**src/rtl/jt9346_ctrl_pkg.sv**
```systemverilog
// Shared definitions for the 93C46 serial master: host op codes, wire opcodes
// and one-hot controller states.
package jt9346_ctrl_pkg;

    localparam logic [2:0] OP_READ  = 3'd0;
    localparam logic [2:0] OP_WRITE = 3'd1;
    localparam logic [2:0] OP_ERASE = 3'd2;
    localparam logic [2:0] OP_EWEN  = 3'd3;
    localparam logic [2:0] OP_EWDS  = 3'd4;
    localparam logic [2:0] OP_ERAL  = 3'd5;
    localparam logic [2:0] OP_WRAL  = 3'd6;
    localparam logic [2:0] OP_ILL   = 3'd7;

    localparam logic [1:0] OPC_READ  = 2'b10;
    localparam logic [1:0] OPC_WRITE = 2'b01;
    localparam logic [1:0] OPC_ERASE = 2'b11;
    localparam logic [1:0] OPC_EXT   = 2'b00;

    // Extended ops carry their sub-op in the two address MSBs
    localparam logic [1:0] SUB_EWEN = 2'b11;
    localparam logic [1:0] SUB_EWDS = 2'b00;
    localparam logic [1:0] SUB_ERAL = 2'b10;
    localparam logic [1:0] SUB_WRAL = 2'b01;

    typedef enum logic [6:0] {
        ST_IDLE       = 7'b0000001,
        ST_SETUP      = 7'b0000010,
        ST_SHIFT_OUT  = 7'b0000100,
        ST_SHIFT_IN   = 7'b0001000,
        ST_DESEL_POLL = 7'b0010000,
        ST_POLL       = 7'b0100000,
        ST_DESEL_END  = 7'b1000000
    } state_t;

    function automatic logic [1:0] op_code(input logic [2:0] op);
        case (op)
            OP_READ:  return OPC_READ;
            OP_WRITE: return OPC_WRITE;
            OP_ERASE: return OPC_ERASE;
            default:  return OPC_EXT;
        endcase
    endfunction

    function automatic logic [1:0] sub_code(input logic [2:0] op);
        case (op)
            OP_EWEN: return SUB_EWEN;
            OP_ERAL: return SUB_ERAL;
            OP_WRAL: return SUB_WRAL;
            default: return SUB_EWDS;
        endcase
    endfunction

endpackage

```
**src/rtl/jt9346_ctrl_tick.sv**
```systemverilog
// Half-period divider for sclk: strobes once every CLKDIV clocks while enabled,
// split into rise/fall strobes according to the current sclk level.
module jt9346_ctrl_tick #(
    parameter int CLKDIV = 4
) (
    input  logic clk,
    input  logic rst,
    input  logic en,
    input  logic clr,
    input  logic lvl,
    output logic tick,
    output logic rise,
    output logic fall
);
    localparam int CW = (CLKDIV > 2) ? $clog2(CLKDIV) : 2;

    logic [CW-1:0] cnt;

    assign tick = en && !clr && (cnt == CW'(CLKDIV - 1));
    assign rise = tick && !lvl;
    assign fall = tick && lvl;

    always_ff @(posedge clk) begin
        if (rst || clr || !en || tick) cnt <= '0;
        else                           cnt <= cnt + 1'b1;
    end

endmodule

```
**src/rtl/jt9346_ctrl.sv**
```systemverilog
// Register-interface master for a 93C46-style serial EEPROM: serialises one
// command, captures read data and polls ready after programming ops.
module jt9346_ctrl
    import jt9346_ctrl_pkg::*;
#(
    parameter int AW     = 6,
    parameter int DW     = 16,
    parameter int CLKDIV = 4,
    parameter int TOUT   = 65535
) (
    input  logic          clk,
    input  logic          rst,
    input  logic          cmd_valid,
    output logic          cmd_ready,
    input  logic [2:0]    cmd_op,
    input  logic [AW-1:0] cmd_addr,
    input  logic [DW-1:0] cmd_data,
    output logic          rsp_valid,
    output logic [DW-1:0] rsp_data,
    output logic          rsp_err,
    output logic          sclk,
    output logic          sdi,
    output logic          scs,
    input  logic          sdo
);
    localparam int HW = 3 + AW;
    localparam int SW = HW + DW;
    localparam int BW = $clog2(SW + 1);
    localparam int CW = $clog2(TOUT + 2*CLKDIV + 1);

    state_t        state, state_nxt;
    logic [2:0]    op_q;
    logic [SW-1:0] sh;
    logic [BW-1:0] bcnt;
    logic [CW-1:0] cnt;
    logic          sclk_q, tout_flag, ill_pend;
    logic          accept, shifting, tick, rise, fall;
    logic          has_data, last_out, last_in, gap_done, poll_to;

    assign accept   = cmd_valid && cmd_ready;
    assign shifting = (state == ST_SHIFT_OUT) || (state == ST_SHIFT_IN);
    assign has_data = (op_q == OP_WRITE) || (op_q == OP_WRAL);
    assign last_out = bcnt == (has_data ? BW'(SW - 1) : BW'(HW - 1));
    assign last_in  = bcnt == BW'(DW - 1);
    assign gap_done = cnt == CW'(2*CLKDIV - 1);
    assign poll_to  = cnt == CW'(TOUT - 1);
    assign sclk     = sclk_q;

    jt9346_ctrl_tick #(.CLKDIV(CLKDIV)) u_tick (
        .clk  (clk),
        .rst  (rst),
        .en   ((state == ST_SETUP) || shifting),
        .clr  (accept),
        .lvl  (sclk_q),
        .tick (tick),
        .rise (rise),
        .fall (fall)
    );

    always_ff @(posedge clk) begin
        if (rst) state <= ST_IDLE;
        else     state <= state_nxt;
    end

    always_comb begin
        state_nxt = state;
        unique case (state)
            ST_IDLE:       if (accept && cmd_op != OP_ILL) state_nxt = ST_SETUP;
            ST_SETUP:      if (tick) state_nxt = ST_SHIFT_OUT;
            ST_SHIFT_OUT:  if (fall && last_out) begin
                               if (op_q == OP_READ)                           state_nxt = ST_SHIFT_IN;
                               else if (op_q == OP_EWEN || op_q == OP_EWDS)   state_nxt = ST_DESEL_END;
                               else                                           state_nxt = ST_DESEL_POLL;
                           end
            ST_SHIFT_IN:   if (fall && last_in) state_nxt = ST_DESEL_END;
            ST_DESEL_POLL: if (gap_done) state_nxt = ST_POLL;
            ST_POLL:       if (sdo || poll_to) state_nxt = ST_DESEL_END;
            ST_DESEL_END:  if (gap_done) state_nxt = ST_IDLE;
            default:       state_nxt = ST_IDLE;
        endcase
    end

    always_comb begin
        cmd_ready = 1'b0;
        scs       = 1'b0;
        sdi       = 1'b0;
        unique case (state)
            ST_IDLE:               cmd_ready = !ill_pend;
            ST_SETUP, ST_SHIFT_OUT: begin
                scs = 1'b1;
                sdi = sh[SW-1];
            end
            ST_SHIFT_IN, ST_POLL:  scs = 1'b1;
            default: ;
        endcase
    end

    always_ff @(posedge clk) begin
        if (rst) begin
            op_q      <= '0;
            sh        <= '0;
            bcnt      <= '0;
            cnt       <= '0;
            sclk_q    <= 1'b0;
            tout_flag <= 1'b0;
            ill_pend  <= 1'b0;
            rsp_valid <= 1'b0;
            rsp_err   <= 1'b0;
            rsp_data  <= '0;
        end else begin
            rsp_valid <= 1'b0;
            rsp_err   <= 1'b0;
            if (ill_pend) begin
                rsp_valid <= 1'b1;
                rsp_err   <= 1'b1;
                ill_pend  <= 1'b0;
            end
            if (accept) begin
                op_q      <= cmd_op;
                tout_flag <= 1'b0;
                ill_pend  <= (cmd_op == OP_ILL);
                sh        <= {1'b1, op_code(cmd_op),
                              (cmd_op <= OP_ERASE) ? cmd_addr : {sub_code(cmd_op), {(AW-2){1'b0}}},
                              cmd_data};
            end
            if (shifting) begin
                if (rise)      sclk_q <= 1'b1;
                else if (fall) sclk_q <= 1'b0;
            end
            // sdi moves only with the falling strobe, giving a half period of setup
            if (state == ST_SHIFT_OUT && fall) sh <= sh << 1;
            if (state == ST_SHIFT_IN && fall)  rsp_data <= {rsp_data[DW-2:0], sdo};

            if (state_nxt != state) bcnt <= '0;
            else if (fall)          bcnt <= bcnt + 1'b1;

            if (state_nxt != state)
                cnt <= '0;
            else if (state inside {ST_DESEL_POLL, ST_POLL, ST_DESEL_END})
                cnt <= cnt + 1'b1;

            if (state == ST_POLL && !sdo && poll_to) tout_flag <= 1'b1;
            if (state == ST_DESEL_END && gap_done) begin
                rsp_valid <= 1'b1;
                rsp_err   <= tout_flag;
            end
        end
    end

endmodule
```
**config.mk**
```make
export PLATFORM = sky130hd
export DESIGN_NAME = jt9346_ctrl
export DESIGN_NICKNAME = d
export VERILOG_FILES = /design/src/rtl/jt9346_ctrl_pkg.sv /design/src/rtl/jt9346_ctrl_tick.sv /design/src/rtl/jt9346_ctrl.sv
export SDC_FILE = /design/constraint.sdc
export NUM_CORES = 1
export LEC_CHECK = 0
export CORE_MARGIN = 1.5
export CORE_UTILIZATION = 36
export DETAILED_ROUTE_END_ITERATION = 10
export GPL_TIMING_DRIVEN = 0
export PLACE_DENSITY = 0.65
export SLEW_MARGIN = 20
export SYNTH_ARGS = -nofsm -noshare
export SYNTH_HDL_FRONTEND = slang
export SYNTH_SLANG_ARGS = --single-unit
```
**constraint.sdc**
```tcl
create_clock -name clk -period 2.75 [get_ports clk]
set_input_delay 0.55 -clock clk [delete_from_list [all_inputs] [get_ports clk]]
set_output_delay 0.55 -clock clk [all_outputs]
set_load 0.01 [all_outputs]
```
==> qor.yml <==
h-tree-depth: 3
netlist_top_cells_area: "dfxtp_1 41%, nand2_1 9.0%, nor2_1 5.9%"
postSynthCellCount: 490
p_leak_nw: 1.73
port_buffers: 47
ir_worst_vdd_uv: 271
fill_cells: 1073
synth_xor_xnor_area_share: 0.0601
synth_compound_area_frac: 0.160
synth_fp_nets: 525
slowest_delay_ps: 540
max_freq_mhz: 376
endpoint_kind: "primary output"
area_growth_pct: 25.7
synth_top_area_share: 0.407
multi_input_area_um2: 2240
holdCritPathClass: "reg2reg"
tritoncts: "built"
netlist_area_um2: 3940
instances_no_fill: 693
regArea_um2: 1610
worstSkewPairLatency_ps: 360
diodes: 0
place_congestion: 0.894
cp_max_fo: 10
ys_async_sr_fraction: 0
synth_top_family_by_area: "simple AND/OR/NAND/NOR gates"
grt.busiest_layer: "met2"
place_inst: 673
synthMuxAreaShare: 0.00795
drc_errors: 0
grt_use_total: 0.171
synth_cell_types: 59
arrival_ps: 2110
status: "finished clean"
powerDensity_nw_per_um2: 529
use_met1: 0.234
path_class: "reg2out"
fp.dieArea_um2: 11600
relSlewSlack: 0.531
synth_largest_area_cell: "dfxtp_1"
holdWs_ps: 469
hold_viol: 0
start_kind: "flop"
use_met2: 0.260
cts_hold_buffers: 0
yosysSeqAreaShare: 0.407
drive_gt1_frac: 0.0898
viasPerCell: 5.30
worstPathRequired_ps: 2200
dr.pass1.iters: 5
clockBufferDepth: 2
critical_path.cell_chain: "buf_2, nor4_4, and3_1, clkdlybuf4s50_1"
grt_start_max_net_pins: 14
core_um2: 10500
hpwl_mm: 6.95
clock_skew_ps: 11.6
avgRoutedWirePerCell_um: 13.9
critical_path.top_delay_family: "buffers and inverters"
syn_avg_cell_area_um2: 8.03
yosysWarnings: 0
vias: 3671
maxSlewViolCount: 0
synth.ff_latch_count: 80
drtIter0Drc: 307
gr-total-overflow: 0
yosys.area_share.simple: 0.301
critPathSlowestCell: "clkdlybuf4s50_1"
die_w_um: 108
worst_pin_slew_ps: 698
rows: 37
grt_util_met3: 0.0400
cap_violations: 0
synth-edff-count: 0
fin_crit_ps: 2660
ios: 51
start_util: 0.376
clkSinkCount: 80
die_h_um: 108
wl_mm: 9.67
grt_pass1_vias: 3282
antenna_left: 0
antenna_found_initial: 0
synth_fa_ha_area_frac: 0.0191
rsz0062_at_grt: "true"
clkTransAtPathRegs_ps: 80
clock-root-buffer: "clkbuf_8"
cts_buffers: 9
ys.flop_type: "dfxtp_1"
period_share: 0.967
grt_pass1_wl_mm: 15.8
setup_viol: 0
crit_buf_inv: 2
nets: 587
[state kept, by name (all words and copies together), names as in the netlist, 2 cells and up]
signal / count
sh: 25
cnt: 17
rsp_data: 16
state: 7
bcnt: 5
op_q: 3
u_tick.cnt: 2
[worst register-to-register path, stage by stage (launching register included)]
cell	delay (ps)
dfxtp_2	450
or3_4	220
or3_1	120
clkbuf_1	290
nor3_4	120
a32oi_1	350
nand4_1	190
or4_4	570
buf_8	160
a211oi_2	120
[path summary, 6_finish.rpt]
check,start,end,slack [ps],cells after the start
worst min register to register,rsp_data[8],rsp_data[9],470,2
worst min-delay path,rsp_data[8],rsp_data[9],470,2
worst max-delay path,state[5],sdi,90,4
worst max register to register,state[6],cnt[1],100,9
[placed cells by master (no fill, tap or decap), types with 3 or more instances in the layout]
cell type,synthesis,routed
a221oi_1,3,3
nor4b_1,4,4
nor2b_1,4,4
xor2_1,15,15
nor2_1,62,62
inv_1,8,8
clkbuf_8,0,10
clkdlybuf4s50_1,0,45
clkbuf_1,25,26
ha_1,6,4
or4_4,2,3
nand3_1,8,7
xnor2_1,12,12
buf_4,0,3
a21oi_1,39,39
nor3_1,11,11
nor4_1,8,7
buf_2,6,3
dfxtp_1,80,77
o21a_1,3,3
nand2_1,94,94
nand4_1,7,7
o21ai_0,5,5
nand2b_1,8,7
a311oi_1,17,17
a31oi_1,3,3
and4_1,4,4
and3_1,7,6
a22oi_1,5,5
[layer usage]
metal | vias up | wire, um
li1 | 1837 | -
met1 | 1715 | 4560
met2 | 106 | 4450
met3 | 13 | 504
met4 | 0 | 158
met5 | - | 0
[power breakdown]
group          internal, mW  leakage (nW)  switching (mW)
Combinational         0.186         0.971           0.232
Sequential             1.20         0.650          0.0346
Clock                 0.540         0.111           0.422
[kinds of logic (layout without fill, tap and decap cells)]
family	after synthesis	in the layout
and+or+nand+nor	242	242
AOI/OAI and AO/OA	91	91
DFF	80	80
buffers and inverters	41	108
xor gates and xnor gates	27	27
adders and majority gates	6	6
muxes	3	3
[cell type report]
cell class              instances  share of cell area
multi-input cells             369               0.452
flip-flops and latches         80               0.325
repair buffers                 51               0.104
well taps                     136              0.0344
plain buffers                  33              0.0329
clock buffers                  12              0.0293
clock inverters                 4              0.0157
inverters                       8             0.00607
[cells in the mapped netlist, types with 2 or more instances]
master and n:
a211oi_1 3, a21oi_1 39, a221oi_1 3, a22oi_1 5
a311oi_1 17, a31oi_1 3, and2_0 2, and2_1 3
and3_1 7, and4_1 4, buf_2 6, buf_6 2
clkbuf_1 25, dfxtp_1 80, ha_1 6, inv_1 8
mux2i_1 2, nand2_1 94, nand2b_1 8, nand3_1 8
nand3b_1 2, nand4_1 7, nor2_1 62, nor2b_1 4
nor3_1 11, nor4_1 8, nor4b_1 4, o211ai_1 2
o21a_1 3, o21ai_0 5, or3_1 2, or4_1 2
or4_4 2, xnor2_1 12, xor2_1 15
[per-stage QoR]
step	power (mW)	util	setup TNS (ps)	area (um^2)	worst slack (ps)
6_report	2.62	0.473	0	4950	89.9
2_1_floorplan	1.51	-	0	3940	234
3_5_place_dp	1.64	0.437	-519	4580	-59.0
3_3_place_gp	1.63	0.437	-466	4580	-49.1
5_1_grt	2.74	0.473	-50.6	4950	-35.4
4_1_cts	2.61	0.462	0	4830	8.39
[repair_timing]
item	CTS	global route
gates resized for setup	8	22
buffers inserted	0	3
setup endpoints to repair	14	24
cloned	0	1
pin swaps	1	7
hold endpoints to repair	0	0
(Power assumes the default switching activity.)
